File: config.mk
export PLATFORM = sky130hd
export DESIGN_NAME = serial_comparator
export DESIGN_NICKNAME = d
export VERILOG_FILES = /design/src/rtl/serial_comparator.sv
export SDC_FILE = /design/constraint.sdc
export NUM_CORES = 1
export LEC_CHECK = 0
export CAP_MARGIN = 25
export CORE_MARGIN = 5
export CORE_UTILIZATION = 48
export DETAILED_ROUTE_END_ITERATION = 12
export GPL_ROUTABILITY_DRIVEN = 0
export MAX_ROUTING_LAYER = met4
export PLACE_DENSITY = 0.77
export SYNTH_ARGS = -nofsm -noshare
export SYNTH_HDL_FRONTEND = slang
export SYNTH_SLANG_ARGS = --single-unit
File: constraint.sdc
create_clock -name clk -period 1.95 [get_ports clk]
set_input_delay 0.39 -clock clk [delete_from_list [all_inputs] [get_ports clk]]
set_output_delay 0.39 -clock clk [all_outputs]
set_load 0.05 [all_outputs]
File: src/rtl/serial_comparator.sv
// Serial MSB-first magnitude comparator for two unsigned operands.
// It stops at the first differing bit and reports gt/eq/lt and how many bit positions it examined.
module serial_comparator #(
  parameter int WIDTH = 8
) (
  input  logic                       clk,
  input  logic                       rst,
  input  logic                       start,
  input  logic [WIDTH-1:0]           a,
  input  logic [WIDTH-1:0]           b,
  output logic                       busy,
  output logic                       bit_a,
  output logic                       bit_b,
  output logic                       done,
  output logic                       a_gt_b,
  output logic                       a_eq_b,
  output logic                       a_lt_b,
  output logic [$clog2(WIDTH+1)-1:0] bits_used
);

  localparam int IW = (WIDTH > 1) ? $clog2(WIDTH) : 1;
  localparam int BW = $clog2(WIDTH + 1);
  localparam logic [BW-1:0] WIDTH_B = BW'(WIDTH);

  typedef enum logic {
    IDLE  = 1'b0,
    SHIFT = 1'b1
  } state_t;

  state_t          state;
  state_t          state_next;
  logic [WIDTH-1:0] shift_a;
  logic [WIDTH-1:0] shift_b;
  logic [IW-1:0]    idx;
  logic             accept;
  logic             finish;
  logic             differ;

  // The MSB of each shift register always holds the bit at the current index.
  assign busy   = (state == SHIFT);
  assign bit_a  = (state == SHIFT) ? shift_a[WIDTH-1] : 1'b0;
  assign bit_b  = (state == SHIFT) ? shift_b[WIDTH-1] : 1'b0;
  assign differ = bit_a ^ bit_b;

  always_ff @(posedge clk or posedge rst) begin
    if (rst) begin
      state <= IDLE;
    end else begin
      state <= state_next;
    end
  end

  always_comb begin
    state_next = state;
    accept     = 1'b0;
    finish     = 1'b0;
    case (state)
      IDLE: begin
        if (start) begin
          accept     = 1'b1;
          state_next = SHIFT;
        end
      end
      SHIFT: begin
        if (differ || (idx == IW'(0))) begin
          finish     = 1'b1;
          state_next = IDLE;
        end
      end
      default: state_next = IDLE;
    endcase
  end

  // Results are only written when a comparison finishes, so they survive a new start.
  always_ff @(posedge clk or posedge rst) begin
    if (rst) begin
      shift_a   <= '0;
      shift_b   <= '0;
      idx       <= '0;
      done      <= 1'b0;
      a_gt_b    <= 1'b0;
      a_eq_b    <= 1'b0;
      a_lt_b    <= 1'b0;
      bits_used <= '0;
    end else begin
      done <= finish;
      if (accept) begin
        shift_a <= a;
        shift_b <= b;
        idx     <= IW'(WIDTH - 1);
      end else if ((state == SHIFT) && !finish) begin
        shift_a <= {shift_a[WIDTH-2:0], 1'b0};
        shift_b <= {shift_b[WIDTH-2:0], 1'b0};
        idx     <= idx - IW'(1);
      end
      if (finish) begin
        a_gt_b    <= differ & bit_a;
        a_lt_b    <= differ & ~bit_a;
        a_eq_b    <= ~differ;
        bits_used <= WIDTH_B - BW'(idx);
      end
    end
  end

endmodule
==> out/qor.json, run 1 <==
{
  "critical_path": {
    "highest_net_fanout_along_the_worst_path": 2,
    "setup.worst_path.end_class": "output pin",
    "critical_path.top_delay_family": "buffers and inverters",
    "critical-path-slowest-cell": "clkdlybuf4s50_1",
    "worst_setup_path_start_kind": "flip-flop",
    "critical_path_required_ps": 1560,
    "crit_buf_inv": 1,
    "path_class": "flip-flop to output pin",
    "timing.critical_path.cells": "clkdlybuf4s50_1",
    "crit_path_max_incr_delay_ps": 800,
    "wp_data_arrival_ps": 1510
  },
  "route": {
    "vias_per_cell": 5.23,
    "drcViolationCount": 0,
    "detail_route.wirelength_um": 2570,
    "first_pass_iters": 4,
    "wl_per_instance_um": 14.3,
    "first_iter_violations": 19,
    "routed-via-count": 941,
    "detail-route-antenna-nets": 0
  },
  "die": {
    "starting_density_of_the_core": 0.510,
    "die_width_um": 61.5,
    "number_of_primary_i_o_pins": 30,
    "rows": 18,
    "die_height_um": 61.5,
    "core_footprint_um2": 2500,
    "die_area_um2": 3790
  },
  "yosys": {
    "synth.distinct_cells": 26,
    "synthesis.area_per_instance_um2": 11.1,
    "synth_largest_area_cell": "dfrtp_1",
    "adder_cell_area_share_of_the_yosys_netlist": 0.0491,
    "synth.area.mux_share": 0.0618,
    "synth.cell_area_um2": 1270,
    "post-synth-top-area-fraction": 0.550,
    "post_synth_and_or_nand_nor_area_fraction": 0.0795,
    "gate_count_after_technology_mapping": 115,
    "ys_warn_count": 0,
    "synth_compound_area_frac": 0.163,
    "synth_xor_area_frac": 0,
    "synth_top_family_by_area": "compound AO/OA/AOI/OAI gates",
    "synth-seq-area-share": 0.550,
    "ys_seq_elements": 28,
    "synth.net_count": 139,
    "synth_top_cells_by_area": "dfrtp_1, a22oi_1, mux2_2, inv_1, ha_1"
  },
  "grt": {
    "remaining_global_route_overflow": 0,
    "grt_pass1_wl_um": 4370,
    "via_count_of_the_first_global_routing_pass": 979,
    "pin_count_of_the_biggest_net_entering_global_routing": 17,
    "groute.usage.overall": 0.161,
    "grt_antenna_before_repair": 0
  },
  "timing": {
    "max_freq_mhz": 528,
    "finalCriticalPeriod_ps": 1900,
    "rsz0062_at_grt": "false",
    "slew-limit-headroom": 0.609,
    "worst_clock_skew_ps": 3.27,
    "min_period_over_period": 0.972,
    "setup_violations": 0,
    "maxSlewViolCount": 0,
    "fin_worst_hold_slack_ps": 408,
    "tightestPinTransition_ps": 586,
    "final-hold-violation-count": 0
  },
  "clock_tree": {
    "insertion_delay_ps": 320,
    "clock_tree.root_cell": "clkbuf_4",
    "post_cts_hold_buffer_count": 0,
    "cts_htree_levels": 1,
    "ctsLongestPathBuffers": 2,
    "number_of_clock_buffers_inserted_by_tritoncts": 3,
    "cts_tree": "built",
    "clock_sink_count": 28,
    "cts.reportedPaths.clkPinSlew_ps": 140,
    "post-cts-setup-buffer-count": 0,
    "cts_repair_resize_count": 0
  },
  "power": {
    "cellLeakagePower_nw": 0.796,
    "cell_internal_pwr_mw": 1.67,
    "power_frac_clock": 0.090,
    "report.power.total_mw": 3.02,
    "net_switching_component_of_the_power_mw": 1.35,
    "power.density_nw_per_um2": 1780,
    "pwr-share-comb": 0.571,
    "share_seq_of_total_power": 0.339,
    "power_switching_share": 0.446,
    "vdd.ir_drop.worst_v": 0.00109
  },
  "placed_design": {
    "port_buffers": 29,
    "placement.cell_area_um2": 1660,
    "dp.final_hpwl_um": 2030,
    "post-place-cells": 176
  },
  "status": {
    "result_of_the_run": "finished clean"
  },
  "final_layout": {
    "antenna_cells": 0,
    "seq_area_um2": 702,
    "multi_input_combinational_cell_area_um2": 498,
    "final_nets": 175,
    "layoutNonFillerInstCount": 180,
    "final_design_area_no_fill_um2": 1700,
    "flow.area_growth_from_synthesis_pct": 33.4,
    "post-route-util": 0.680,
    "filler_cell_count": 183,
    "layout-drive-gt1-share": 0.227
  },
  "job": {
    "cap_viol_max_count": 0
  },
  "hold_path": {
    "hold_path.class": "primary input to async pin"
  }
}
per-stage QoR:
| step | TNS (ps) | setup WS [ps] |
|---|---|---|
| floorplan | -1180 | -105 |
| global placement | 0 | 191 |
| detailed placement | 0 | 152 |
| CTS | 0 | 38.9 |
| global route | 0 | 0.0780 |
| finish | 0 | 55.0 |
final timing paths:
check	slack, ps	end	depth (start not counted)	from
worst max-delay path	50	bits_used[3]	1	bits_used[3]$_DFFE_PP0P_
worst min-delay path	410	shift_a[5]$_DFFE_PP0P_	2	rst
worst max register to register	150	bits_used[1]$_DFFE_PP0P_	6	busy$_DFF_PP0_
worst min register to register	520	shift_b[0]$_DFFE_PP0P_	2	shift_b[0]$_DFFE_PP0P_
max in group asynchronous	1000	shift_b[5]$_DFFE_PP0P_	3	rst
min in group clk	520	shift_b[0]$_DFFE_PP0P_	2	shift_b[0]$_DFFE_PP0P_
cell usage after synthesis:
| cell type | instances |
|---|---|
| a211oi_1 | 1 |
| a21oi_2 | 1 |
| a22oi_1 | 11 |
| a22oi_2 | 1 |
| a2bb2oi_1 | 1 |
| a31oi_1 | 1 |
| and3b_1 | 1 |
| buf_4 | 2 |
| buf_6 | 3 |
| dfrtp_1 | 28 |
| ha_1 | 5 |
| inv_1 | 20 |
| mux2_2 | 7 |
| nand2_1 | 6 |
| nand2_2 | 1 |
| nand3_1 | 2 |
| nand3b_1 | 1 |
| nor2_1 | 2 |
| nor2b_1 | 1 |
| nor3_1 | 3 |
| nor3_2 | 1 |
| o21ai_0 | 3 |
| o21ai_1 | 9 |
| o21ai_2 | 1 |
| o22ai_1 | 2 |
| or2b_1 | 1 |
power groups by stage:
stage,combinational (mW),sequential [mW],clock [mW]
2_1_floorplan,1.09,1.26,0
3_3_place_gp,1.69,1.02,0
3_5_place_dp,1.74,1.04,0
4_1_cts,1.75,1.02,0.286
5_1_grt,1.90,1.05,0.308
6_report,1.73,1.03,0.273
registers in the layout, summed over array words and instances, names as in the netlist:
signal	count
bits_used	4
idx	3
a_gt_b	1
a_lt_b	1
busy	1
shift_b	8
shift_a	8
done	1
a_eq_b	1
cell usage in the layout, fill, tap and decap left out, drive strengths merged:
cell type / n
ha: 5
o22ai: 2
nand2: 7
mux2: 7
nand3: 2
inv: 19
a31oi: 1
clkdlybuf4s50: 26
dfrtp: 28
nor2: 2
a22oi: 12
clkinvlp: 1
a211oi: 1
buf: 10
a2bb2oi: 1
nand3b: 1
and3b: 1
nor3: 4
a21oi: 1
clkbuf: 4
or2b: 1
nor2b: 1
o21ai: 13
logic make-up (layout without fill, tap and decap cells):
family / count (synthesis) / after routing
adder cells (fa/ha/maj): 5 / 5
multiplexers: 7 / 7
flip-flops: 28 / 28
buffers and inverters: 25 / 60
AO/OA/AOI/OAI: 31 / 31
AND/OR/NAND/NOR: 19 / 19
final cells by class:
cell class,instances,share of cell area
Clock buffer,4,0.0213
Inverter,20,0.0464
Multi-Input combinational cell,62,0.293
Sequential cell,28,0.413
Tap cell,30,0.0221
Timing Repair Buffer,36,0.205
per-layer routing:
layer  track usage  vias up  part of all wire
li1              -      458                 -
met1         0.208      459              0.43
met2         0.248       22              0.52
met3        0.0356        2             0.040
met4        0.0576        0            0.0062
met5             -        -                 0
Power figures use the tool's default switching activity.
==> run 2, diff against run 1 <==
--- a/config.mk
+++ b/config.mk
@@ -11,7 +11,7 @@
 export DETAILED_ROUTE_END_ITERATION = 12
 export GPL_ROUTABILITY_DRIVEN = 0
 export MAX_ROUTING_LAYER = met4
-export PLACE_DENSITY = 0.77
+export PLACE_DENSITY_LB_ADDON = 0.15
 export SYNTH_ARGS = -nofsm -noshare
 export SYNTH_HDL_FRONTEND = slang
 export SYNTH_SLANG_ARGS = --single-unit
==> constraint.sdc (replaced) <==
create_clock -name clk -period 1.95 [get_ports clk]
set_input_delay 0.39 -clock clk [delete_from_list [all_inputs] [get_ports clk]]
set_output_delay 0.39 -clock clk [all_outputs]
set_load 0.005 [all_outputs]
==> out/qor.json, run 2 (synthesis gave the netlist of run 1 again) <==
{
  "status": {
    "result_of_the_run": "finished clean"
  },
  "final_layout": {
    "layout-drive-gt1-share": 0.149,
    "top_regs": "shift_a: 8 flops, shift_b: 8 flops, bits_used: 4 flops",
    "mostFrequentLayoutCells": "dfrtp_1, clkdlybuf4s50_1, inv_1",
    "final_nets": 173,
    "flow.area_growth_from_synthesis_pct": 30.0,
    "post-route-util": 0.663,
    "antenna_cells": 0
  },
  "route": {
    "detail_route.wirelength_um": 2510,
    "drcViolationCount": 0,
    "detail-route-antenna-nets": 0,
    "vias_per_cell": 5.22,
    "first_pass_iters": 4,
    "first_iter_violations": 34,
    "routed-via-count": 930,
    "wl_per_instance_um": 14.1
  },
  "grt": {
    "grt_antenna_before_repair": 0,
    "via_count_of_the_first_global_routing_pass": 943,
    "groute.usage.overall": 0.155,
    "pin_count_of_the_biggest_net_entering_global_routing": 29,
    "grt_pass1_wl_um": 4170,
    "remaining_global_route_overflow": 0
  },
  "clock_tree": {
    "clock_tree.root_cell": "clkbuf_4",
    "cts.reportedPaths.clkPinSlew_ps": 150,
    "cts_htree_levels": 1,
    "clock_sink_count": 28,
    "ctsLongestPathBuffers": 2,
    "post-cts-setup-buffer-count": 0,
    "cts_tree": "built",
    "insertion_delay_ps": 330,
    "number_of_clock_buffers_inserted_by_tritoncts": 3
  },
  "job": {
    "cap_viol_max_count": 0
  },
  "timing": {
    "maxSlewViolCount": 0,
    "finalCriticalPeriod_ps": 1790,
    "min_period_over_period": 0.920,
    "slew-limit-headroom": 0.766,
    "setup_violations": 0,
    "rsz0062_at_grt": "false",
    "max_freq_mhz": 558,
    "tns_ps": 0,
    "final-hold-violation-count": 0,
    "fin_worst_hold_slack_ps": 404,
    "tightestPinTransition_ps": 351,
    "worst_clock_skew_ps": 5.93
  },
  "power": {
    "vdd.ir_drop.worst_v": 0.000978,
    "cellLeakagePower_nw": 0.812,
    "power.density_nw_per_um2": 1600
  },
  "critical_path": {
    "worst_setup_path_start_kind": "flip-flop",
    "setup.worst_path.end_class": "flip-flop",
    "critical_path_required_ps": 2180,
    "path_class": "flip-flop to flip-flop",
    "wp_data_arrival_ps": 2020,
    "highest_net_fanout_along_the_worst_path": 8
  },
  "die": {
    "number_of_primary_i_o_pins": 30,
    "die_area_um2": 3790,
    "starting_density_of_the_core": 0.510,
    "rows": 18,
    "die_width_um": 61.5,
    "core_footprint_um2": 2500,
    "die_height_um": 61.5
  },
  "placed_design": {
    "port_buffers": 29,
    "dp.final_hpwl_um": 1850
  },
  "hold_path": {
    "hold_path.class": "primary input to async pin"
  }
}
-- run 2: metrics by stage --
stage,area (µm²),worst slack [ps],power [mW],instances
2_1_floorplan,1270,218,1.88,115
3_3_place_gp,1590,156,2.25,174
3_5_place_dp,1590,61.9,2.30,174
4_1_cts,1640,10.1,2.68,178
5_1_grt,1660,33.5,2.89,178
6_report,1660,157,2.66,178
-- run 2: final timing paths --
path,startpoint,endpoint,slack (ps),cells past startpoint
setup / recovery,busy$_DFF_PP0_,a_lt_b$_DFFE_PP0P_,160,6
hold / removal,rst,shift_a[7]$_DFFE_PP0P_,400,3
setup reg to reg,busy$_DFF_PP0_,a_lt_b$_DFFE_PP0P_,160,6
hold reg to reg,shift_a[0]$_DFFE_PP0P_,shift_a[0]$_DFFE_PP0P_,510,2
max in group asynchronous,rst,busy$_DFF_PP0_,1270,3
min in group clk,shift_a[0]$_DFFE_PP0P_,shift_a[0]$_DFFE_PP0P_,510,2
-- run 2: per-layer routing --
metal / up-vias / global-route usage / part of all wire
li1: 453 / - / -
met1: 461 / 0.172 / 0.43
met2: 14 / 0.269 / 0.51
met3: 2 / 0.0356 / 0.048
met4: 0 / 0.0545 / 0.0052
met5: - / - / 0
-- run 2: power by group --
group          switching (mW)  internal [mW]  leakage, nW
Combinational           0.629          0.633        0.445
Sequential              0.169          0.852        0.339
Clock                   0.166          0.208       0.0279
-- run 2: cell type report --
type / count / area [µm²]
Clock buffer: 3 / 22.5
Clock inverter: 1 / 30.0
Fill cell: 219 / 842
Inverter: 20 / 75.1
Multi-Input combinational cell: 62 / 458
Sequential cell: 28 / 702
Tap cell: 30 / 37.5
Timing Repair Buffer: 34 / 333
-- run 2: repair_timing --
action                                  CTS  global route
endpoints found under the setup margin    0             9
resized for setup                         0             4
hold buffers                              0             0
-- run 2: worst max-delay path, cell delays in order (launching register included) --
cell and delay [ps]:
dfrtp_2 490, nand2_1 110, inv_1 60, ha_1 320, inv_1 80, o21ai_4 260
mux2_2 380
